===== config.mk =====
export PLATFORM = sky130hd
export DESIGN_NAME = phase_tag_averager
export DESIGN_NICKNAME = d
export VERILOG_FILES = /design/src/rtl/phase_pkg.sv /design/src/rtl/phase_tag_averager.sv
export SDC_FILE = /design/constraint.sdc
export NUM_CORES = 1
export LEC_CHECK = 0
export ABC_AREA = 1
export BUFFER_PORTS_ARGS = -buffer_cell sky130_fd_sc_hd__buf_4
export CORE_ASPECT_RATIO = 2
export CORE_MARGIN = 5
export CORE_UTILIZATION = 40
export CTS_BUF_LIST = sky130_fd_sc_hd__clkbuf_16
export DETAILED_ROUTE_END_ITERATION = 10
export SLEW_MARGIN = 20
export SYNTH_ARGS = -nofsm -noshare
export SYNTH_HDL_FRONTEND = slang
export SYNTH_SLANG_ARGS = --single-unit

===== constraint.sdc =====
create_clock -name clk_sample -period 6.4 [get_ports clk_sample]
set_input_delay 1.28 -clock clk_sample [delete_from_list [all_inputs] [get_ports clk_sample]]
set_output_delay 1.28 -clock clk_sample [all_outputs]
set_load 0.05 [all_outputs]

===== src/rtl/phase_pkg.sv =====
// Shared definitions for consumers of the start/stop detector's phase_tag stream.
package phase_pkg;

   typedef enum logic {S_IDLE = 1'b0, S_ACCUM = 1'b1} avg_state_t;

   localparam int unsigned MISSED_COUNT_W = 16;

   // Modular successor of a sequence number held in the low 'width' bits.
   function automatic logic [31:0] seq_next(input logic [31:0] seq, input int unsigned width);
      logic [31:0] mask;
      mask = (width >= 32) ? '1 : ((32'd1 << width) - 32'd1);
      return (seq + 32'd1) & mask;
   endfunction

endpackage


===== src/rtl/phase_tag_averager.sv =====
// Averages contiguous phase tags over 2^log2_window samples, tracking min/max and
// counting sequence discontinuities reported through the clk_0 count field.
module phase_tag_averager
   import phase_pkg::*;
#(
   parameter int unsigned phase_count_size = 12,
   parameter int unsigned clk_0_count_size = 4,
   parameter int unsigned log2_window      = 4
) (
   input  logic                                       clk_sample,
   input  logic                                       rst,
   input  logic [phase_count_size+clk_0_count_size-1:0] phase_tag,
   input  logic                                       phase_tag_valid,
   input  logic                                       clear,
   output logic [phase_count_size-1:0]                phase_avg,
   output logic [phase_count_size-1:0]                phase_min,
   output logic [phase_count_size-1:0]                phase_max,
   output logic                                       avg_valid,
   output logic                                       missed_tag,
   output logic [MISSED_COUNT_W-1:0]                  missed_count
);

   localparam int unsigned PW   = phase_count_size;
   localparam int unsigned SW   = clk_0_count_size;
   localparam int unsigned LW   = log2_window;
   localparam int unsigned AccW = PW + LW;
   localparam logic [LW:0] WinCount = {1'b1, {LW{1'b0}}};

   logic [SW-1:0] seq;
   logic [PW-1:0] phase;

   assign seq   = phase_tag[PW+SW-1:PW];
   assign phase = phase_tag[PW-1:0];

   avg_state_t state_q, state_d;
   logic [AccW-1:0]           acc_q, acc_d;
   logic [PW-1:0]             win_min_q, win_min_d;
   logic [PW-1:0]             win_max_q, win_max_d;
   logic [LW:0]               n_q, n_d;
   logic [SW-1:0]             last_seq_q, last_seq_d;
   logic [PW-1:0]             avg_q, avg_d;
   logic [PW-1:0]             pub_min_q, pub_min_d;
   logic [PW-1:0]             pub_max_q, pub_max_d;
   logic                      avg_valid_q, avg_valid_d;
   logic                      missed_q, missed_d;
   logic [MISSED_COUNT_W-1:0] missed_cnt_q, missed_cnt_d;

   logic            seq_contig;
   logic [AccW-1:0] acc_sum;
   logic [LW:0]     n_sum;
   logic [PW-1:0]   min_upd;
   logic [PW-1:0]   max_upd;

   assign seq_contig = (32'(seq) == seq_next(32'(last_seq_q), SW));
   assign acc_sum    = acc_q + AccW'(phase);
   assign n_sum      = n_q + 1'b1;
   assign min_upd    = (phase < win_min_q) ? phase : win_min_q;
   assign max_upd    = (phase > win_max_q) ? phase : win_max_q;

   always_comb begin
      state_d      = state_q;
      acc_d        = acc_q;
      win_min_d    = win_min_q;
      win_max_d    = win_max_q;
      n_d          = n_q;
      last_seq_d   = last_seq_q;
      avg_d        = avg_q;
      pub_min_d    = pub_min_q;
      pub_max_d    = pub_max_q;
      avg_valid_d  = 1'b0;
      missed_d     = 1'b0;
      missed_cnt_d = missed_cnt_q;

      if (clear) begin
         // Tag arriving with clear is dropped; published results are kept.
         state_d      = S_IDLE;
         acc_d        = '0;
         win_min_d    = '0;
         win_max_d    = '0;
         n_d          = '0;
         missed_cnt_d = '0;
      end else if (phase_tag_valid) begin
         unique case (state_q)
            S_IDLE: begin
               state_d    = S_ACCUM;
               acc_d      = AccW'(phase);
               win_min_d  = phase;
               win_max_d  = phase;
               n_d        = (LW+1)'(1);
               last_seq_d = seq;
            end
            S_ACCUM: begin
               if (seq_contig) begin
                  last_seq_d = seq;
                  if (n_sum == WinCount) begin
                     state_d     = S_IDLE;
                     avg_d       = acc_sum[AccW-1:LW];
                     pub_min_d   = min_upd;
                     pub_max_d   = max_upd;
                     avg_valid_d = 1'b1;
                     acc_d       = '0;
                     win_min_d   = '0;
                     win_max_d   = '0;
                     n_d         = '0;
                  end else begin
                     acc_d     = acc_sum;
                     win_min_d = min_upd;
                     win_max_d = max_upd;
                     n_d       = n_sum;
                  end
               end else begin
                  // Offending tag becomes sample 1 of a fresh window.
                  missed_d   = 1'b1;
                  if (missed_cnt_q != '1) begin
                     missed_cnt_d = missed_cnt_q + 1'b1;
                  end
                  acc_d      = AccW'(phase);
                  win_min_d  = phase;
                  win_max_d  = phase;
                  n_d        = (LW+1)'(1);
                  last_seq_d = seq;
               end
            end
            default: state_d = S_IDLE;
         endcase
      end
   end

   always_ff @(posedge clk_sample or posedge rst) begin
      if (rst) begin
         state_q      <= S_IDLE;
         acc_q        <= '0;
         win_min_q    <= '0;
         win_max_q    <= '0;
         n_q          <= '0;
         last_seq_q   <= '0;
         avg_q        <= '0;
         pub_min_q    <= '0;
         pub_max_q    <= '0;
         avg_valid_q  <= 1'b0;
         missed_q     <= 1'b0;
         missed_cnt_q <= '0;
      end else begin
         state_q      <= state_d;
         acc_q        <= acc_d;
         win_min_q    <= win_min_d;
         win_max_q    <= win_max_d;
         n_q          <= n_d;
         last_seq_q   <= last_seq_d;
         avg_q        <= avg_d;
         pub_min_q    <= pub_min_d;
         pub_max_q    <= pub_max_d;
         avg_valid_q  <= avg_valid_d;
         missed_q     <= missed_d;
         missed_cnt_q <= missed_cnt_d;
      end
   end

   assign phase_avg    = avg_q;
   assign phase_min    = pub_min_q;
   assign phase_max    = pub_max_q;
   assign avg_valid    = avg_valid_q;
   assign missed_tag   = missed_q;
   assign missed_count = missed_cnt_q;

endmodule


* After elaboration in Yosys (flattened, before gate mapping)
Cells that the tools add are included.
** Cells by class
- Reductions and logical operators :: 6
- $lt $le $gt $ge :: 2
- Mux-type cells :: 41
- Bitwise logic cells :: 2
- Add/subtract/negate cells :: 4
- Equal/unequal tests :: 4
** Operators by type and width (count)
- $mux 16 :: 9
- $mux 12 :: 10
- $pmux 12 s2 :: 2
- $pmux 16 s2 :: 1
- $mux 5 :: 4
- $add 16x1->16 const B :: 1
- $add 16x12->16 :: 1
- $ne 16x16->1 const B :: 1
- $mux 1 :: 13
- $gt 12x12->1 :: 1
- $lt 12x12->1 :: 1
- $pmux 5 s2 :: 1
- $reduce_bool 2->1 :: 3
- $add 5x1->5 const B :: 1
- $eq 5x5->1 const B :: 1
- $reduce_and 5->1 :: 1
- $add 4x1->4 const B :: 1
- $eq 4x4->1 :: 1
- $reduce_and 4->1 :: 1
- $ne 2x2->1 const B :: 1
- $not 1->1 :: 2
- $pmux 1 s2 :: 1
- $reduce_and 2->1 :: 1
** Word-level totals
- Register bits after elaboration :: 104
- Input bits :: 20

* Longest topological paths before layout
- Word-level depth :: 7
- Gate-level depth with buffers :: 15
- Gate-level depth less buffers :: 14

* Worst setup path after synthesis
OpenSTA, ideal clock, no wires.
- Path type :: input -> register
- Start :: in phase_tag[0]
- End :: reg acc_q[4]
- Cell stages on the path :: 10
- Data required time :: 6.284 ns
- Setup time :: 0.116 ns
- Setup slack :: 3.675 ns
- Data arrival time :: 2.609 ns
- Buffers on the path :: 0
- Path through :: ha_1 -> inv_1 -> fa_1 -> inv_1 -> nand3_1 -> nand3_1 -> xor2_1 -> or2_2 -> nand2_1 -> nand2_1
** Between the ends
- Word-level cells in the longest chain between the ends :: 6
** RTL lines
- start, declared :: RTL line phase_tag_averager.sv:12 : input logic [phase_count_size+clk_0_count_size-1:0] phase_tag,
- $add 16x12->16 :: RTL line phase_tag_averager.sv:55 : assign acc_sum = acc_q + AccW'(phase);
- $mux 16 :: RTL line phase_tag_averager.sv:95 : if (n_sum == WinCount) begin
- $mux 16 :: RTL line phase_tag_averager.sv:93 : if (seq_contig) begin
- $pmux 16 s2 :: RTL line phase_tag_averager.sv:83 : unique case (state_q)
- $mux 16 :: RTL line phase_tag_averager.sv:82 : end else if (phase_tag_valid) begin
- $mux 16 :: RTL line phase_tag_averager.sv:74 : if (clear) begin
- end signal, assigned :: RTL line phase_tag_averager.sv:132 : acc_q <= '0;
- end signal, assigned :: RTL line phase_tag_averager.sv:145 : acc_q <= acc_d;
- end, declared :: RTL line phase_tag_averager.sv:36 : logic [AccW-1:0] acc_q, acc_d;
Every way passes these cells. The select of a mux whose other input is x is not followed.
A chain may end at the register's enable or synchronous reset.

* Worst setup path after layout
- Start :: in phase_tag[11]
- End :: reg win_min_q[8]
** Between the ends
- Word-level cells in the longest chain between the ends :: 7
** RTL lines
- $lt 12x12->1 :: RTL line phase_tag_averager.sv:57 : assign min_upd = (phase < win_min_q) ? phase : win_min_q;
- $mux 12 :: RTL line phase_tag_averager.sv:57
- $mux 12 :: RTL line phase_tag_averager.sv:95
- $mux 12 :: RTL line phase_tag_averager.sv:93
- $pmux 12 s2 :: RTL line phase_tag_averager.sv:83
- $mux 12 :: RTL line phase_tag_averager.sv:82
- $mux 12 :: RTL line phase_tag_averager.sv:74
- end signal, assigned :: RTL line phase_tag_averager.sv:146 : win_min_q <= win_min_d;
- end, declared :: RTL line phase_tag_averager.sv:37 : logic [PW-1:0] win_min_q, win_min_d;
Every way passes these cells. The select of a mux whose other input is x is not followed.

==> impl_metrics.yaml <==
outcome:
  status: "finished, final reports clean"
placement:
  port-buffer-count: 73
  dp_hpwl_um: 13700
  dp_slack_ns: 2.48
  gp_congestion: 0.872
  placed_area_um2: 7340
logic_synthesis:
  synth_area_leaders: "dfrtp_1 (39%), nand2_1 (25%), nand3_1 (8.1%)"
  synth_cell_types: 30
  netlist_area_um2: 6680
  synth-seq-cells: 104
  postSynthAreaPerCell_um2: 6.86
  ys_seq_area_share_pct: 39.0
  yosys_warnings: 0
  synth_top_area_cell: "dfrtp_1"
  synth_top_area_share_pct: 39.0
  syn_nets: 1032
  syn-instance-count: 973
timing:
  setup_viol: 0
  skew_ns: 0.0101
  setup_slack_ns: 2.82
  finalCritPeriodShare_pct: 55.9
  fmax_ghz: 0.280
  slew_violations: 0
  min_period_ns: 3.58
  hold_viol_final: 0
  final.setup.tns_ns: 0
  max-slew-margin-rel_pct: 34.4
  tightest_slew_ns: 0.980
  rsz0062_at_grt: "false"
clock_tree:
  clock-sinks: 104
  cts_tree: "yes"
  cts-root-buf: "clkbuf_16"
  clkLatencyLatePin_ns: 0.36
  htree_num_levels: 3
  numCtsBuffers: 9
  cts_buffer_depth: 2
  cts_resized: 0
  clkTransAtPathRegs_ns: 0.08
  hold_buffers: 0
  cts_setup_buffers: 0
worst_setup_path:
  crit_arrival_ns: 3.83
  cp_slowest_stage_delay_ns: 0.74
  endpoint_kind: "register"
  criticalPathCategory: "input pin to register"
  slowest_stage: "nor2_1"
  crit_required_ns: 6.66
  crit_fanout: 13
  critPathBufInv: 2
  reg2reg_setup_slack_ns: 3.47
  reg2reg_from: "win_min_q[11]"
  critPathLaunchType: "input pin"
  timing.rr.end: "win_min_q[8]"
  crit_family: "simple AND/OR/NAND/NOR gates"
  crit_chain: "buf_4, ha_1, nand2_1, inv_1, nand3_1, a21oi_1, nor2_1, nand2_1, nand2_1, nand3_1, nand2_1, nand2_1"
  path_common_cell: "nand2_1"
  ff2ff_path_depth: 12
  path_depth: 12
cells_and_area:
  nets: 1090
  area_growth_pct: 14.4
  post-route-cell-area_um2: 7640
  insertedDiodeCount: 0
  drive_gt1_share_pct: 11.3
floorplanning:
  dieArea_um2: 19500
  start_util_pct: 40.2
  num_rows: 67
  dieHeight_um: 193
  die_x_um: 101
  io_pins: 74
  core_area_um2: 16600
hold_path:
  min_path_cells: 2
  hp-start: "phase_max[8]"
  min_to: "phase_max[8]"
  min_path_type: "register to register"
routing:
  drt_first_iter_violations: 449
  postRouteAntennaNets: 0
  avgViaCountPerCell: 5.06
  drt_first_pass_iters: 5
  finalWirelength_um: 18600
  drcViolationCount: 0
  dr_total_vias: 6285
  wl_per_cell_um: 15.0
flow_run:
  maxCapViolCount: 0
pwr:
  switchingPower_mw: 0.470
  combPwrFrac_pct: 17.1
  sequentialPowerShare_pct: 45.2
  peakVddDrop_mv: 0.147
  powerDensity_nw_per_um2: 201
  leakage_nw: 4.22
  p_clk_share_pct: 37.6
  power.internal_mw: 1.07
  switching_share_pct: 30.6
global_route:
  antenna_found_initial: 0
  grt_pass1_vias: 6083
  grt_usage_pct: 20.0
  grt_max_degree: 58
  overflow: 0
  grt_pass1_wl_um: 30800
[worst max-delay path by stage]
| stage | start | to | slack [ns] |
|---|---|---|---|
| after floorplan | rst | acc_q[0] | 2.39 |
| after global placement | phase_tag[11] | phase_min[7] | 2.56 |
| after detailed placement | phase_tag[11] | phase_min[6] | 2.48 |
| after CTS | phase_tag[11] | phase_min[6] | 2.83 |
| after global routing | phase_tag[11] | win_min_q[10] | 2.53 |
| final | phase_tag[11] | win_min_q[8] | 2.82 |
[tightest hold or removal path: cells and delay by family (launching register included)]
kind          cells  cell delay, ns
flops             1            0.35
simple gates      2            0.11
[power by group through the flow]
stage / clock, mW / sequential (mW) / combinational (mW)
after floorplan: 0 / 0.708 / 0.186
final: 0.578 / 0.695 / 0.263
after CTS: 0.593 / 0.695 / 0.265
after global routing: 0.619 / 0.698 / 0.303
after detailed placement: 0 / 0.708 / 0.264
after global placement: 0 / 0.707 / 0.260
[through the flow]
| stage | hold WS, ns | total power, mW | utilization, % | std cells |
|---|---|---|---|---|
| after floorplan | 0.453 | 0.894 | - | 973 |
| after global placement | 0.465 | 0.967 | 44.2 | 1227 |
| after detailed placement | 0.467 | 0.972 | 44.2 | 1227 |
| after CTS | 0.487 | 1.55 | 46.0 | 1243 |
| after global routing | 0.504 | 1.62 | 46.0 | 1243 |
| final | 0.484 | 1.54 | 46.0 | 1243 |
[Yosys cell counts, drive strengths merged]
master  number
o21bai       1
or2          5
o21a         1
nand3b       1
nor3b        1
dfrtp      104
nor4         1
o21ai       13
a21oi       19
nor2        78
nand4       11
a21o         2
clkbuf      10
inv         90
buf         20
xor2        12
nand2      441
fa           1
xnor2        8
o22ai        1
ha          38
nor3         6
nand3      109
[sequential cells by signal, summed over array words and instances (netlist names), 4 cells and up]
| register | cells |
|---|---|
| n_q | 5 |
| acc_q | 16 |
| phase_avg | 12 |
| phase_max | 12 |
| win_max_q | 12 |
| phase_min | 12 |
| win_min_q | 12 |
| missed_count | 16 |
| last_seq_q | 4 |
[routing by layer]
metal | routed length (um) | vias up | global-route usage, %
met5 | 0 | - | 0
met4 | 555 | 0 | 7.73
met3 | 822 | 31 | 2.82
met2 | 9290 | 186 | 34.0
met1 | 7970 | 2906 | 25.4
li1 | - | 3162 | -
[cells in the final DEF (no fill, tap or decap), types with 2 or more instances in the layout]
master     instances
o21ai_0           13
or2_2              5
dfrtp_1          104
clkbuf_16          9
a21oi_1           19
nor2_2            11
nor2_1            67
buf_4             77
xor2_1            12
nor3_1             6
a21o_1             2
nand4_1           10
inv_1             86
nand2_1          438
ha_1              38
nand2_2            3
nand3_1          108
inv_6              3
inv_2              3
xnor2_1            8
[cell type report]
cell class | count | area [um2]
well taps | 207 | 259
clock buffers | 9 | 225
clock inverters | 7 | 76.3
repair buffers | 77 | 578
multi-input cells | 749 | 3560
fillers | 1745 | 8960
inverters | 90 | 340
flip-flops and latches | 104 | 2600
[cells by family after synthesis]
logic type | Yosys count | synth area share [%]
DFF | 104 | 39.0
adders and majority gates | 39 | 7.42
xor gates and xnor gates | 20 | 2.62
buffers and inverters | 120 | 7.78
AOI/OAI and AO/OA | 37 | 2.94
and+or+nand+nor | 653 | 40.3
(Power assumes the default switching activity.)
